<file path="src/rtl/hunt_round_ctl.sv">
`default_nettype none
// ============================================================================
//  Module   : hunt_round_ctl
//  Purpose  : Duck round scheduler. It runs the dog intro, then repeats
//             hunt -> (kill | escape) display -> next round. It also owns
//             the hunt timeout, the escaped-duck (enemy) score and the
//             round counter.
//  Revision : 1.0  initial release
// ============================================================================
module hunt_round_ctl #(
   parameter int HUNT_CYCLES = 325_000_000,
   parameter int SHOW_CYCLES = 97_500_000,
   parameter int ROUNDS      = 20,
   parameter int TIMER_W     = 32,
   parameter int SCORE_MAX   = 99
) (
   input  logic       clk,
   input  logic       rst,
   input  logic       game_enable,
   input  logic       game_start,
   input  logic       intro_done,
   input  logic       duck_killed,
   input  logic       out_of_ammo,
   output logic       hunt_start,
   output logic       dog_bird_enable,
   output logic       duck_escape,
   output logic       escape_pulse,
   output logic [6:0] round_cnt,
   output logic [6:0] enemy_score,
   output logic       rounds_done
);

   localparam logic [TIMER_W-1:0] HUNT_LAST  = TIMER_W'(HUNT_CYCLES - 1);
   localparam logic [TIMER_W-1:0] SHOW_LAST  = TIMER_W'(SHOW_CYCLES - 1);
   localparam logic [6:0]         ROUND_LAST = 7'(ROUNDS - 1);
   localparam logic [6:0]         ROUND_TOP  = 7'(ROUNDS);
   localparam logic [6:0]         SCORE_TOP  = 7'(SCORE_MAX);

   typedef enum logic [2:0] {
      S_IDLE    = 3'd0,
      S_INTRO   = 3'd1,
      S_HUNT    = 3'd2,
      S_KILLED  = 3'd3,
      S_ESCAPED = 3'd4,
      S_NEXT    = 3'd5,
      S_DONE    = 3'd6
   } state_t;

   state_t             state;
   state_t             state_nx;
   logic [TIMER_W-1:0] timer;
   logic [TIMER_W-1:0] timer_nx;
   logic [6:0]         round_nx;
   logic [6:0]         score_nx;
   logic               enter_escape;

   // Next-state, timer and score/round update logic
   always_comb begin
      state_nx = state;
      unique case (state)
         S_IDLE:    if (game_start) state_nx = S_INTRO;
         S_INTRO:   if (intro_done) state_nx = S_HUNT;
         S_HUNT: begin
            // A kill wins over both ammo exhaustion and the timeout
            if (duck_killed)                           state_nx = S_KILLED;
            else if (out_of_ammo || timer == HUNT_LAST) state_nx = S_ESCAPED;
         end
         S_KILLED,
         S_ESCAPED: if (timer == SHOW_LAST) state_nx = S_NEXT;
         S_NEXT: begin
            // round_cnt still holds the pre-increment value here
            if (round_cnt >= ROUND_LAST || out_of_ammo) state_nx = S_DONE;
            else                                        state_nx = S_HUNT;
         end
         S_DONE:    state_nx = S_DONE;
         default:   state_nx = S_IDLE;
      endcase
      // Dropping the stage enable aborts the game from anywhere
      if (state != S_IDLE && !game_enable) state_nx = S_IDLE;

      // Timer restarts on every state entry and only runs in timed states
      if (state_nx != state)
         timer_nx = '0;
      else if (state == S_HUNT || state == S_KILLED || state == S_ESCAPED)
         timer_nx = timer + TIMER_W'(1);
      else
         timer_nx = timer;

      enter_escape = (state_nx == S_ESCAPED) && (state != S_ESCAPED);

      score_nx = enemy_score;
      round_nx = round_cnt;
      if (state == S_IDLE && game_start) begin
         score_nx = '0;
         round_nx = '0;
      end
      if (enter_escape && enemy_score != SCORE_TOP)
         score_nx = enemy_score + 7'd1;
      // The round is only counted when NEXT completes, not when aborted
      if (state == S_NEXT && state_nx != S_IDLE && round_cnt < ROUND_TOP)
         round_nx = round_cnt + 7'd1;
   end

   // State, timer and registered output decode
   always_ff @(posedge clk or negedge rst) begin
      if (!rst) begin
         state           <= S_IDLE;
         timer           <= '0;
         hunt_start      <= 1'b0;
         dog_bird_enable <= 1'b0;
         duck_escape     <= 1'b0;
         escape_pulse    <= 1'b0;
         rounds_done     <= 1'b0;
         round_cnt       <= '0;
         enemy_score     <= '0;
      end else begin
         state           <= state_nx;
         timer           <= timer_nx;
         hunt_start      <= (state_nx == S_HUNT);
         dog_bird_enable <= (state_nx == S_KILLED);
         duck_escape     <= (state_nx == S_ESCAPED);
         escape_pulse    <= enter_escape;
         rounds_done     <= (state_nx == S_DONE);
         round_cnt       <= round_nx;
         enemy_score     <= score_nx;
      end
   end

endmodule
`default_nettype wire

</file>
<file path="config.mk">
export PLATFORM = sky130hd
export DESIGN_NAME = hunt_round_ctl
export DESIGN_NICKNAME = d
export VERILOG_FILES = /design/src/rtl/hunt_round_ctl.sv
export SDC_FILE = /design/constraint.sdc
export NUM_CORES = 1
export LEC_CHECK = 0
export BUFFER_PORTS_ARGS = -buffer_cell sky130_fd_sc_hd__buf_2
export CORE_MARGIN = 1.5
export CORE_UTILIZATION = 59
export DETAILED_ROUTE_END_ITERATION = 8
export PLACE_DENSITY_LB_ADDON = 0.08
export SYNTH_ARGS = -nofsm -noshare
export SYNTH_HDL_FRONTEND = slang
export SYNTH_SLANG_ARGS = --single-unit
</file>
<file path="constraint.sdc">
create_clock -name clk -period 2.79 [get_ports clk]
set_clock_uncertainty 0.2 [all_clocks]
set_input_delay 0 -clock clk [delete_from_list [all_inputs] [get_ports clk]]
set_output_delay 0 -clock clk [all_outputs]
set_load 0.01 [all_outputs]
</file>
==> results_tabular.tex <==
\begin{tabular}{lr}
\hline
Metric & Value \\
\hline
\multicolumn{2}{l}{\textbf{Outcome}} \\
\quad Outcome & completed \\
\multicolumn{2}{l}{\textbf{Drt}} \\
\quad Routed len/inst & 15.3 um \\
\quad Via Count & 2553 \\
\quad Metal2 WL & 2950 um \\
\quad Final antenna-violating net count & 0 \\
\quad Final wirelength & 6670 um \\
\quad Via density & 5.87 \\
\quad First drt pass iteration count & 6 \\
\quad Length of routed met3 wiring & 359 um \\
\quad Drt drc & 0 \\
\quad Uppermost layer routed & met4 \\
\quad Initial drt markers & 250 \\
\quad Met1 wire length & 3240 um \\
\multicolumn{2}{l}{\textbf{Logic synthesis}} \\
\quad Proportion of synthesized chip area in sequential cells & 0.447 \\
\quad Syn nets & 335 \\
\quad Yosys cell types & 52 \\
\quad Mapped Area & 0.00303 sq mm \\
\quad Post-synthesis average cell area & 9.31 sq um \\
\quad Synthesis warning total & 0 \\
\quad Cells after Synth & 325 \\
\quad Flops \& latches, synth & 54 \\
\multicolumn{2}{l}{\textbf{Timing}} \\
\quad Final setup viols & 0 \\
\quad Worst slew margin & 0.623 \\
\quad Tightest hold margin & 0.00859 ns \\
\quad Final WS setup & 0.118 ns \\
\quad Slew of the pin with the lowest slew margin & 0.565 ns \\
\quad Crit share post-route & 0.958 \\
\quad Unrepaired setup endpoints after global routing & false \\
\quad Final hold violation count & 0 \\
\quad Total count of max-transition violations in the final report & 0 \\
\quad Maximum clock rate & 374 MHz \\
\quad Final critical-path required period & 2.67 ns \\
\quad Total Neg Setup Slack & 0 ns \\
\multicolumn{2}{l}{\textbf{Worst setup path}} \\
\quad Sort of element at the end of the critical path & flop \\
\quad CP Cell Sequence & or4\_1, nor3\_2, and4bb\_2, o221a\_4, a21oi\_1, o221ai\_2, buf\_4, nor2\_1 \\
\quad Critical path depth & 8 \\
\quad Arr. time, crit path & 2.67 ns \\
\quad FF-to-FF setup slack & 0.12 ns \\
\quad Worst Path Max Fanout & 12 \\
\quad Cell depth of the worst flop-to-flop path & 8 \\
\quad Critical path launch point type & flop \\
\quad Required time at the endpoint of the critical path & 2.79 ns \\
\quad Critical Path Max Stage Delay & 0.57 ns \\
\quad Category of the critical setup timing path & flop to flop \\
\quad Count of buffer and inverter cells on the critical path & 1 \\
\quad Worst path slowest cell & sky130\_fd\_sc\_hd\_\_or4\_1 \\
\quad Dominant delay contributor by cell family on the critical path & simple AND/OR/NAND/NOR gates \\
\multicolumn{2}{l}{\textbf{Power and ir drop}} \\
\quad Internal power consumption & 1.37 mW \\
\quad Share of total power in sequential cells & 0.391 \\
\quad Static Leak & 1.49 nW \\
\quad Clock power frac & 0.183 \\
\quad Total net switching power & 0.921 mW \\
\quad Overall Power & 2.29 mW \\
\quad Max VDD drop & 0.468 mV \\
\quad Switching Share & 0.402 \\
\quad Total power divided by cell area & 663 mW/mm\^{}2 \\
\quad Combinational Power Share & 0.426 \\
\multicolumn{2}{l}{\textbf{Floorplan}} \\
\quad Number of top-level pins & 26 \\
\quad Number of placement rows & 25 \\
\quad Die Y-Extent & 74.6 um \\
\quad Effective utilization at floorplan & 0.628 \\
\quad CORE AREA & 0.00482 sq mm \\
\quad Overall die area & 0.00557 sq mm \\
\quad Die outline width & 74.6 um \\
\multicolumn{2}{l}{\textbf{Clock tree}} \\
\quad CTS buffer count & 5 \\
\quad TritonCTS clock tree & built \\
\quad Clock latency reported for the late side of the worst-skew pair & 0.31 ns \\
\quad Number of clock sinks seen by CTS & 54 \\
\quad Max Root-Sink Buffers & 2 \\
\quad Cell at the root of the clock tree & sky130\_fd\_sc\_hd\_\_clkbuf\_8 \\
\quad H-tree lvl count & 2 \\
\quad Clock-pin transition on the worst setup and hold timing paths & 0.09 ns \\
\multicolumn{2}{l}{\textbf{Min path}} \\
\quad Worst hold path type & input pin to asynchronous set/reset pin \\
\multicolumn{2}{l}{\textbf{Finish}} \\
\quad Area delta synth->final & 14.2\% \\
\quad Count of fill cells added during filler insertion & 397 \\
\quad Layout cell share with drive strength beyond 1 & 0.188 \\
\quad Antenna cell count & 0 \\
\quad Number of nets in the final layout & 378 \\
\multicolumn{2}{l}{\textbf{Global route}} \\
\quad Number of global-route vias before repair & 2342 \\
\quad Aggregate global-route resource usage & 0.268 \\
\quad Overall overflow remaining after global route & 0 \\
\quad Pin count of the biggest net entering global routing & 30 \\
\quad Antenna violations before repair & 0 \\
\quad First-pass GRT wire length & 11400 um \\
\multicolumn{2}{l}{\textbf{Run}} \\
\quad \# Max-Cap Violations & 0 \\
\multicolumn{2}{l}{\textbf{Placement}} \\
\quad Worst slack at placement & 0.0140 ns \\
\quad Half-perimeter wire length of the detailed placement result & 4780 um \\
\quad Routability cong. & 0.853 \\
\quad Port Buf Inserts & 25 \\
\hline
\end{tabular}
==> cell usage in the layout (no fill, tap or decap), types with 3 or more instances in the layout <==
cell / synthesis / final
sky130_fd_sc_hd__o21ai_0: 16 / 16
sky130_fd_sc_hd__and4_1: 4 / 4
sky130_fd_sc_hd__a31o_1: 5 / 5
sky130_fd_sc_hd__a21oi_1: 5 / 5
sky130_fd_sc_hd__o211ai_1: 4 / 4
sky130_fd_sc_hd__xnor2_1: 19 / 19
sky130_fd_sc_hd__nor2_1: 54 / 54
sky130_fd_sc_hd__clkbuf_8: 0 / 5
sky130_fd_sc_hd__buf_2: 4 / 25
sky130_fd_sc_hd__nand2_1: 24 / 24
sky130_fd_sc_hd__nand4b_1: 4 / 4
sky130_fd_sc_hd__buf_4: 0 / 19
sky130_fd_sc_hd__nand2b_1: 6 / 6
sky130_fd_sc_hd__dfrtp_1: 54 / 54
sky130_fd_sc_hd__a211oi_1: 6 / 4
sky130_fd_sc_hd__nand4_1: 9 / 9
sky130_fd_sc_hd__inv_1: 8 / 8
sky130_fd_sc_hd__nand3_1: 17 / 17
sky130_fd_sc_hd__ha_1: 3 / 3
sky130_fd_sc_hd__xor2_1: 14 / 14
sky130_fd_sc_hd__nor2b_1: 6 / 6
sky130_fd_sc_hd__and3_1: 10 / 10
sky130_fd_sc_hd__nor3_1: 9 / 8
==> area by class of cell <==
| type | instances | area, sq um | share of cell area |
|---|---|---|---|
| repair buffers | 47 | 299 | 0.0866 |
| well taps | 67 | 83.8 | 0.0243 |
| clock buffers | 6 | 72.6 | 0.0210 |
| flip-flops and latches | 54 | 1350 | 0.391 |
| multi-input cells | 252 | 1610 | 0.466 |
| clock inverters | 1 | 7.51 | 0.00217 |
| inverters | 8 | 30.0 | 0.00869 |
==> timing repair <==
action                                 in CTS  in global routing
hold buffers                                2                  0
resized for setup                           0                  9
endpoints found under the hold margin      27                  0
setup buffers                               0                  1
setup endpoints to repair                   0                 38
==> power groups by stage <==
stage | clock [mW] | combinational (mW) | sequential (mW)
after floorplan | 0 | 0.636 | 0.914
after global placement | 0 | 0.931 | 0.909
after detailed placement | 0 | 0.929 | 0.910
after CTS | 0.431 | 0.937 | 0.894
after global routing | 0.464 | 1.07 | 0.906
final | 0.420 | 0.976 | 0.896
==> worst paths after layout <==
kind / endpoint / from
setup / recovery: timer[3] / timer[21]
hold / removal: hunt_start / rst
setup reg to reg: timer[3] / timer[21]
hold reg to reg: timer[18] / timer[18]
max in group asynchronous: timer[3] / rst
min in group clk: state[1] / intro_done
==> routing by layer <==
layer  GRT usage  up-vias
li1            -     1237
met1       0.418     1224
met2       0.379       83
met3      0.0455        9
met4      0.0889        0
met5           0        -
==> stage by stage <==
step | cells | cell area (sq um) | util
floorplan | 325 | 3030 | -
global placement | 425 | 3320 | 0.688
detailed placement | 425 | 3320 | 0.688
CTS | 434 | 3420 | 0.709
global route | 435 | 3450 | 0.717
finish | 435 | 3450 | 0.717
==> registers in the layout, summed over array words and instances, names as in the netlist <==
name	count
dog_bird_enable	1
duck_escape	1
enemy_score	7
escape_pulse	1
hunt_start	1
round_cnt	7
rounds_done	1
state	3
timer	32
==> cell usage after synthesis, drive strengths merged <==
cell | number | area [sq um]
a2111o | 1 | 11.3
a211oi | 6 | 45.0
a21o | 2 | 15.0
a21oi | 5 | 25.0
a22oi | 1 | 7.51
a31o | 6 | 52.6
a31oi | 1 | 6.26
and2 | 2 | 12.5
and3 | 10 | 62.6
and3b | 2 | 17.5
and4 | 4 | 35.0
and4bb | 2 | 25.0
buf | 7 | 46.3
clkbuf | 4 | 15.0
dfrtp | 54 | 1350
ha | 3 | 37.5
inv | 8 | 30.0
nand2 | 24 | 90.1
nand2b | 6 | 37.5
nand3 | 17 | 85.1
nand4 | 10 | 77.6
nand4b | 4 | 35.0
nor2 | 54 | 203
nor2b | 6 | 37.5
nor3 | 9 | 45.0
nor3b | 2 | 25.0
nor4 | 2 | 12.5
nor4b | 1 | 15.0
nor4bb | 2 | 20.0
o2111ai | 1 | 8.76
o211ai | 4 | 30.0
o21a | 2 | 15.0
o21ai | 18 | 93.8
o221a | 1 | 20.0
o221ai | 1 | 15.0
o31a | 1 | 8.76
o31ai | 1 | 7.51
o32a | 1 | 10.0
or2 | 3 | 18.8
or3 | 2 | 12.5
or4 | 1 | 7.51
or4b | 1 | 10.0
xnor2 | 19 | 166
xor2 | 14 | 123
==> cells by family after synthesis <==
kind of cell	count (synthesis)	share of synthesized area
flops	54	0.447
xor+xnor	33	0.0955
simple gates	164	0.292
compound gates	52	0.123
buf+inv	19	0.0302
fa+ha+maj	3	0.0124
Note: power is estimated with default switching activity, not from simulation.
